[config.mk]
export PLATFORM = sky130hd
export DESIGN_NAME = instr_fetch_queue_flat
export DESIGN_NICKNAME = d
export VERILOG_FILES = /design/src/rtl/mips8_pkg.sv /design/src/rtl/instr_fetch_queue_if.sv /design/src/rtl/instr_fetch_queue_fifo.sv /design/src/rtl/instr_fetch_queue.sv /design/src/flat_wrapper.sv
export SDC_FILE = /design/constraint.sdc
export NUM_CORES = 1
export LEC_CHECK = 0
export ABC_AREA = 1
export BUFFER_PORTS_ARGS = -buffer_cell sky130_fd_sc_hd__buf_2
export CORE_MARGIN = 3
export CORE_UTILIZATION = 50
export DETAILED_ROUTE_END_ITERATION = 8
export PLACE_DENSITY = 0.7
export SLEW_MARGIN = 30
export SYNTH_ARGS = -nofsm -noshare
export SYNTH_HDL_FRONTEND = slang
export SYNTH_SLANG_ARGS = --single-unit
[constraint.sdc]
create_clock -name clk -period 3.29 [get_ports clk]
set_clock_uncertainty 0.05 [all_clocks]
set_input_delay 0.1645 -clock clk [delete_from_list [all_inputs] [get_ports clk]]
set_output_delay 0.1645 -clock clk [all_outputs]
set_load 0.02 [all_outputs]
[src/rtl/mips8_pkg.sv]
// Shared definitions for the 8-bit pipelined core: bus widths, opcodes and the
// fetch-queue entry layout.
package mips8_pkg;

  localparam int AW = 8;
  localparam int DW = 32;

  localparam logic [DW-1:0] NOP_WORD = '0;

  localparam logic [7:0] CMD_ADD   = 8'h01;
  localparam logic [7:0] CMD_LOAD  = 8'h02;
  localparam logic [7:0] CMD_STORE = 8'h03;
  localparam logic [7:0] CMD_BEQ   = 8'h08;

  typedef struct packed {
    logic [DW-1:0] word;
    logic [AW-1:0] pc;
  } fetch_entry_t;

  // Opcode lives in the top byte of an instruction word.
  function automatic logic [7:0] opcode_of(input logic [DW-1:0] w);
    return w[DW-1 -: 8];
  endfunction

endpackage

[src/rtl/instr_fetch_queue_if.sv]
// Fetch-stage bus: program RAM read port, branch redirect, and the
// valid/ready command channel into the core's decode register.
interface instr_fetch_queue_if #(
  parameter int DEPTH = 4
) ();
  import mips8_pkg::*;

  localparam int LW = $clog2(DEPTH) + 1;

  logic          imem_rden;
  logic [AW-1:0] imem_addr;
  logic [DW-1:0] imem_q;
  logic          redirect;
  logic [AW-1:0] redirect_addr;
  logic          halt;
  logic          cmd_ready;
  logic          cmd_valid;
  logic [DW-1:0] cmd_word;
  logic [AW-1:0] cmd_pc;
  logic [LW-1:0] level;

  modport master (
    output imem_rden, imem_addr, cmd_valid, cmd_word, cmd_pc, level,
    input  imem_q, redirect, redirect_addr, halt, cmd_ready
  );

  modport slave (
    input  imem_rden, imem_addr, cmd_valid, cmd_word, cmd_pc, level,
    output imem_q, redirect, redirect_addr, halt, cmd_ready
  );

endinterface

[src/rtl/instr_fetch_queue_fifo.sv]
// Small synchronous FIFO of fetch entries with a flush input and an occupancy
// count; the head is read straight from the array so a push is visible next cycle.
module sync_fifo
  import mips8_pkg::*;
#(
  parameter int DEPTH = 4
) (
  input  logic                   clk,
  input  logic                   reset,
  input  logic                   i_flush,
  input  logic                   i_push,
  input  fetch_entry_t           i_push_data,
  input  logic                   i_pop,
  output fetch_entry_t           o_head,
  output logic [$clog2(DEPTH):0] o_count
);

  localparam int PW = $clog2(DEPTH);
  localparam logic [PW:0] FULL = (PW+1)'(DEPTH);

  fetch_entry_t  r_mem [DEPTH];
  logic [PW-1:0] r_wr_ptr;
  logic [PW-1:0] r_rd_ptr;
  logic [PW:0]   r_count;

  always_ff @(posedge clk) begin
    if (i_push) begin
      r_mem[r_wr_ptr] <= i_push_data;
    end
  end

  always_ff @(posedge clk) begin
    if (reset || i_flush) begin
      r_wr_ptr <= '0;
      r_rd_ptr <= '0;
      r_count  <= '0;
    end else begin
      // The fetch credit rule must make these unreachable.
      assert (!(i_push && !i_pop && r_count == FULL));
      assert (!(i_pop && r_count == '0));
      if (i_push) begin
        r_wr_ptr <= r_wr_ptr + PW'(1);
      end
      if (i_pop) begin
        r_rd_ptr <= r_rd_ptr + PW'(1);
      end
      case ({i_push, i_pop})
        2'b10:   r_count <= r_count + (PW+1)'(1);
        2'b01:   r_count <= r_count - (PW+1)'(1);
        default: r_count <= r_count;
      endcase
    end
  end

  assign o_head  = r_mem[r_rd_ptr];
  assign o_count = r_count;

endmodule

[src/rtl/instr_fetch_queue.sv]
// Fetch stage: streams program RAM words into a small queue for the decode
// register, flushing and refetching on taken branches.
module instr_fetch_queue
  import mips8_pkg::*;
#(
  parameter int            DEPTH = 4,
  parameter logic [DW-1:0] NOP   = NOP_WORD
) (
  input  logic                clk,
  input  logic                reset,
  instr_fetch_queue_if.master bus
);

  localparam int          LW      = $clog2(DEPTH) + 1;
  localparam logic [LW:0] DEPTH_W = (LW+1)'(DEPTH);

  logic [AW-1:0] r_fetch_pc;
  logic [AW-1:0] r_ret_pc;
  logic          r_inflight;
  logic          r_epoch;
  logic          r_tag;

  logic [LW-1:0] w_count;
  logic [LW:0]   w_occ;
  logic          w_issue;
  logic          w_push;
  logic          w_pop;
  logic          w_valid;
  fetch_entry_t  w_head;
  fetch_entry_t  w_push_entry;

  // Credit counts the outstanding read but not a same-cycle pop.
  assign w_occ   = {1'b0, w_count} + {{LW{1'b0}}, r_inflight};
  assign w_issue = !reset && (bus.redirect || (!bus.halt && w_occ < DEPTH_W));

  assign bus.imem_rden = w_issue;
  assign bus.imem_addr = bus.redirect ? bus.redirect_addr : r_fetch_pc;

  assign w_push       = r_inflight && (r_tag == r_epoch) && !bus.redirect;
  assign w_push_entry = '{word: bus.imem_q, pc: r_ret_pc};
  assign w_valid      = !reset && (w_count != '0);
  assign w_pop        = w_valid && bus.cmd_ready && !bus.redirect;

  assign bus.cmd_valid = w_valid;
  assign bus.cmd_word  = w_valid ? w_head.word : NOP;
  assign bus.cmd_pc    = w_valid ? w_head.pc : '0;
  assign bus.level     = reset ? '0 : w_count;

  always_ff @(posedge clk) begin
    if (reset) begin
      r_fetch_pc <= '0;
      r_ret_pc   <= '0;
      r_inflight <= 1'b0;
      r_epoch    <= 1'b0;
      r_tag      <= 1'b0;
    end else begin
      r_inflight <= w_issue;
      if (w_issue) begin
        r_ret_pc   <= bus.imem_addr;
        r_fetch_pc <= bus.imem_addr + AW'(1);
        // A redirect read belongs to the epoch that starts at this edge.
        r_tag      <= r_epoch ^ bus.redirect;
      end
      if (bus.redirect) begin
        r_epoch <= ~r_epoch;
      end
    end
  end

  sync_fifo #(
    .DEPTH(DEPTH)
  ) u_fifo (
    .clk        (clk),
    .reset      (reset),
    .i_flush    (bus.redirect),
    .i_push     (w_push),
    .i_push_data(w_push_entry),
    .i_pop      (w_pop),
    .o_head     (w_head),
    .o_count    (w_count)
  );

endmodule

[src/flat_wrapper.sv]
// flat-port wrapper written by rule: the top's interface ports become plain ports
module instr_fetch_queue_flat import mips8_pkg::*;
#(
  parameter int            DEPTH = 4,
  parameter logic [DW-1:0] NOP   = NOP_WORD
)
  (clk, reset, bus_imem_rden, bus_imem_addr, bus_cmd_valid, bus_cmd_word, bus_cmd_pc, bus_level, bus_imem_q, bus_redirect, bus_redirect_addr, bus_halt, bus_cmd_ready);
  instr_fetch_queue_if #(.DEPTH(DEPTH)) bus_i ();
  input  logic clk;
  input  logic reset;
  output wire logic [$bits(bus_i.imem_rden)-1:0] bus_imem_rden;
  output wire logic [$bits(bus_i.imem_addr)-1:0] bus_imem_addr;
  output wire logic [$bits(bus_i.cmd_valid)-1:0] bus_cmd_valid;
  output wire logic [$bits(bus_i.cmd_word)-1:0] bus_cmd_word;
  output wire logic [$bits(bus_i.cmd_pc)-1:0] bus_cmd_pc;
  output wire logic [$bits(bus_i.level)-1:0] bus_level;
  input wire logic [$bits(bus_i.imem_q)-1:0] bus_imem_q;
  input wire logic [$bits(bus_i.redirect)-1:0] bus_redirect;
  input wire logic [$bits(bus_i.redirect_addr)-1:0] bus_redirect_addr;
  input wire logic [$bits(bus_i.halt)-1:0] bus_halt;
  input wire logic [$bits(bus_i.cmd_ready)-1:0] bus_cmd_ready;
  assign bus_imem_rden = bus_i.imem_rden;
  assign bus_imem_addr = bus_i.imem_addr;
  assign bus_cmd_valid = bus_i.cmd_valid;
  assign bus_cmd_word = bus_i.cmd_word;
  assign bus_cmd_pc = bus_i.cmd_pc;
  assign bus_level = bus_i.level;
  assign bus_i.imem_q = bus_imem_q;
  assign bus_i.redirect = bus_redirect;
  assign bus_i.redirect_addr = bus_redirect_addr;
  assign bus_i.halt = bus_halt;
  assign bus_i.cmd_ready = bus_cmd_ready;
  instr_fetch_queue #(.DEPTH(DEPTH), .NOP(NOP)) u_core (.clk(clk), .reset(reset), .bus(bus_i));
endmodule
# After elaboration in Yosys (flattened, before gate mapping)

Memories as Yosys holds them, arrays and structs flattened. A register that Yosys moved wholly into a read port is not among the register bits.
Cells that the tools add are included.

Logic and storage cells: 44
Memories kept: 1
Bits in writable memories: 160
Output and inout port bits: 53
Input bits: 45
Register bits after elaboration: 26

Memory list:

| name                | words | bits a word | rd ports | clocked after Yosys merged registers in | write ports | RTL line                     | text |
|---|---|---|---|---|---|---|---|
| u_core.u_fifo.r_mem | 4     | 40          | 1        | 1                                       | 1           | instr_fetch_queue_fifo.sv:21 | `fetch_entry_t r_mem [DEPTH];` |

Add/subtract/negate cells: 6
$lt $le $gt $ge: 1
Bitwise logic cells: 2
Reductions and logical operators: 14
Equal/unequal tests: 3
Mux-type cells: 9

Operators by type and width:

| operator                                                               | count |
|---|---|
| 32-bit two-way mux                                                     | 1 |
| 8-bit two-way mux                                                      | 2 |
| 8-bit by 1-bit adder with 8-bit output (second input constant)         | 1 |
| 1-bit logical AND                                                      | 7 |
| 3-bit one-hot mux with 2 select lines                                  | 1 |
| 2-bit by 1-bit adder with 2-bit output (second input constant)         | 2 |
| 3-bit by 1-bit adder with 4-bit output                                 | 1 |
| 4-bit by 3-bit < comparator with 1-bit output (second input constant)  | 1 |
| 2-bit two-way mux                                                      | 2 |
| 3-bit by 1-bit adder with 3-bit output (second input constant)         | 1 |
| 1-bit zero test                                                        | 3 |
| 3-bit two-way mux                                                      | 1 |
| 3-bit nonzero test                                                     | 1 |
| 3-bit by 1-bit subtractor with 3-bit output (second input constant)    | 1 |
| 2-bit by 1-bit equality test with 1-bit output (second input constant) | 1 |
| 2-bit equality test (second input constant)                            | 1 |
| 1-bit logical OR                                                       | 2 |
| 1-bit two-way mux                                                      | 2 |
| 2-bit nonzero test                                                     | 1 |
| 1-bit equality test                                                    | 1 |
| 1-bit inverter                                                         | 1 |
| 1-bit bitwise XOR                                                      | 1 |

# Logic depth before layout (Yosys ltp)

Word-level depth: 6
Depth in mapped cells: 12

# Cells and area by module

Synthesis repeated with hierarchy kept, for this count alone.

Cells, all modules: 673
Area, all modules: 7852.5 µm²

By module, submodules not included:

| module            | sequential area each (µm²) | cells an instance | times used | area each (µm²) |
|---|---|---|---|---|
| sync_fifo         | 4984.8                     | 443               | 1          | 6483.7 |
| instr_fetch_queue | 380.4                      | 230               | 1          | 1368.8 |

# Least setup slack after synthesis

No wires, ideal clock.

Path type: reg2reg
Start point: reg u_core.r_epoch
End point: mem u_core.u_fifo.r_mem[0][0] in the netlist's numbering, enable pin
Data required time: 2803 ps
Buffers on the path: 0
Arrival: 2468 ps
Slack: 334 ps
Setup time: 437 ps
Period minus slack after synthesis: 2956 ps
Cell stages (with the launch flop): 7
Path through: dfxtp_1 nand2_1 inv_1 o21ai_0 nor2_1 inv_1 nor2_1

Cells in the longest elaborated chain, start to end: 5

RTL lines:

| item                                    | RTL line                     | text |
|---|---|---|
| start, declared                         | instr_fetch_queue.sv:20      | `logic r_epoch;` |
| start signal, assigned                  | instr_fetch_queue.sv:65      | `r_epoch <= ~r_epoch;` |
| 1-bit equality test                     | instr_fetch_queue.sv:39      | `assign w_push = r_inflight && (r_tag == r_epoch) && !bus.redirect;` |
| 1-bit logical AND (2 in series)         | instr_fetch_queue.sv:39      |  |
| 1-bit two-way mux                       | instr_fetch_queue_fifo.sv:27 | `if (i_push) begin` |
| 1-bit two-way mux (implied by the code) | instr_fetch_queue_fifo.sv:28 | `r_mem[r_wr_ptr] <= i_push_data;` |
| end, declared                           | instr_fetch_queue_fifo.sv:21 |  |

No other way between the ends.

==> reports/metrics.cfg <==
[yosys]
netlist_area_mm2=0.00764
muxShareOfSynthArea=0
synthCells=673
yosysSeqAreaShare=0.702
synthArstFlopShare=0
ys_warn_count=0
syn_nets=725
synth-edff-count=160
synth_top_family_by_area=simple AND/OR/NAND/NOR gates
synth_top_area_cell=edfxtp_1
synth-simple-area-share=0.141
synthFlopType=edfxtp_1
synth_cell_types=32
synth_top_area_share=0.629
avgSynthCellArea_um2=11.4
synth_compound_area_frac=0.107
synth_seq_cells=188
synth_xor_xnor_area_share=0.00115
synth-adder-area-share=0.0124
synth.area.top_cells=edfxtp_1, nor2_1, dfxtp_1, o21ai_0, a21oi_1

[routing]
wl_um=16100
routed_via_density=5.26
post_drt_wl_per_cell_um=16.1
dr_wl_met3_um=753
met1_length_um=7300
ant_nets=0
drt-initial-drc-count=476
dr.pass1.iters=5
vias=5234
drc=0
top_layer=met4
met2_length_um=7740

[grt]
grt_pass1_wl_um=25300
grt_antenna_before_repair=0
grt_overflow=0
grt_max_degree=81
grt_use_total=0.194
grt_pass1_vias=5163

[final_layout]
most-common-layout-cells=nor2_1, edfxtp_1, buf_2, o21ai_0, a21oi_1
final_common_cell=nor2_1
postLayoutCoreUtil=0.625
drive_gt1_frac=0.202
nFillCells=1123
diodes=0
nets=851
area_growth_pct=20.6

[worst_setup_path]
crit_top_cell=nor2_1
criticalPathCategory=reg2out
r2r_slack_ns=1.00
rr_worst_depth=11
start_kind=register
r2r-end=u_core.u_fifo.o_count[2]
cpPeakStageDelay_ns=0.65
path_cells=buf_4, nor2_1, nor2_1, o21ai_0, a21oi_1, buf_2
crit_end=bus_cmd_pc[2]
path_buf_inv=2
critPathTopFamily=buffers and inverters
cp_slowest_cell=buf_4
arrival_ns=2.29
path_depth=6
crit_fanout=80
r2r-start=u_core.r_epoch
crit_required_ns=3.08
endpoint_kind=primary output

[floorplan]
coreArea_mm2=0.0148
die_height_um=130
dieWidth_um=130
die-area_mm2=0.0168
io_pins=98
rows=44
start_util=0.518

[power_and_ir_drop]
power.total_mw=4.92
p_leak_nw=3.56
p_per_area_mw_per_mm2=534
ir_worst_vdd_uv=332

[sta]
fmax_mhz=399
setup_tns_ns=0
grt_setup_unrepaired=no
hold_viol=0
layout_worst_path_cycle_share=0.762
finalMaxSlewViolations=0
fin_crit_ns=2.51
final-setup-viol-count=0
maxSlewHeadroom=0.417
worst_slew_pin_slew_ns=0.874

[placement]
place_congestion=0.810
port-buffer-count=97
dpl.hpwl_um=9660

[cts]
cts_htree_levels=4
cts.sinks=188
ctsResizeCount=0
clkLatencyLatePin_ns=0.42
cts_setup_buffers=0
path_clk_slew_ns=0.06
cts_tree=done
cts_root_buf=clkbuf_16
clock_tree.buffer_depth=2
hold_buffers=32
cts_buffers=17

[run_status]
status=complete, no violations

[min_path]
hp-class=in2reg

[job]
drv_cap=0

==> worst register-to-register path: stages (launching register included) <==
cell and delay (ns):
dfxtp_1 0.36, nor2_1 0.06, o21ai_0 0.16, nor2_1 0.09, inv_1 0.34, ha_1 0.22
inv_1 0.06, fa_1 0.38, a21oi_1 0.15, o21a_1 0.15, o21ai_0 0.08, a21oi_1 0.13
==> metrics by stage <==
| step | instance area [um2] | hold slack, ns | std cells | setup WS (ns) |
|---|---|---|---|---|
| after floorplan | 7640 | 0.213 | 673 | 0.334 |
| after global placement | 8330 | 0.336 | 932 | 1.06 |
| after detailed placement | 8330 | 0.342 | 932 | 1.01 |
| after CTS | 9220 | 0.0466 | 995 | 0.780 |
| after global routing | 9220 | 0.0703 | 995 | 0.607 |
| final | 9220 | 0.0590 | 995 | 0.782 |
==> sequential cells by signal, summed over array words and instances, names as in the netlist, named ones only <==
register                cells
u_core.u_fifo.r_wr_ptr      2
u_core.r_inflight           1
u_core.r_epoch              1
u_core.r_ret_pc             8
u_core.u_fifo.o_count       3
u_core.u_fifo.r_mem       160
u_core.r_tag                1
u_core.r_fetch_pc           8
u_core.u_fifo.r_rd_ptr      2
==> area by class of cell <==
| class | instances | area, um2 | area share |
|---|---|---|---|
| timing repair buffer | 141 | 896 | 0.0972 |
| tap | 184 | 230 | 0.0250 |
| multi-input combinational | 418 | 2040 | 0.221 |
| clock buffer | 20 | 437 | 0.0474 |
| clock inverter | 11 | 126 | 0.0137 |
| sequential | 188 | 5370 | 0.582 |
| inverter | 33 | 124 | 0.0134 |
==> worst min-delay path by stage <==
| stage | startpoint | endpoint | cells after the start |
|---|---|---|---|
| finish | reset | u_core.r_inflight | 2 |
| global route | reset | u_core.r_inflight | 2 |
| CTS | reset | u_core.r_inflight | 2 |
| detailed placement | bus_imem_q[30] | u_core.u_fifo.r_mem[1][38] | 1 |
| global placement | bus_imem_q[24] | u_core.u_fifo.r_mem[2][32] | 1 |
| floorplan | bus_imem_q[2] | u_core.u_fifo.r_mem[0][10] | 0 |
==> metal layers <==
| layer | vias up | GRT usage |
|---|---|---|
| li1 | 2571 | - |
| met1 | 2501 | 0.259 |
| met2 | 136 | 0.317 |
| met3 | 26 | 0.0416 |
| met4 | 0 | 0.0703 |
| met5 | - | 0 |
==> cell usage after synthesis, types with 2 or more instances <==
cell type and number:
nor2_4 2, dfxtp_1 28, nand2_4 8, nor2_1 181, ha_1 6, a21oi_2 2, clkbuf_1 21, nand3_1 13
o21ai_0 79, buf_2 11, edfxtp_1 160, inv_1 30, nand2_2 5, nor2_2 3, nand2_1 38, a21oi_1 49
o21ai_1 14, o21a_1 4, inv_2 3, a211oi_1 4
==> where the power goes <==
group          switching (mW)  internal [mW]
sequential             0.0229           2.63
clock                   0.806           1.18
combinational           0.178          0.105
==> cell families (layout without fill, tap and decap cells) <==
group                    after synthesis  in the layout
AO/OA/AOI/OAI                        156            156
flip-flops                           188            188
adder cells (fa/ha/maj)                7              7
AND/OR/NAND/NOR                      254            254
XOR/XNOR                               1              1
buffers and inverters                 67            205
Note: power is estimated with default switching activity, not from simulation.
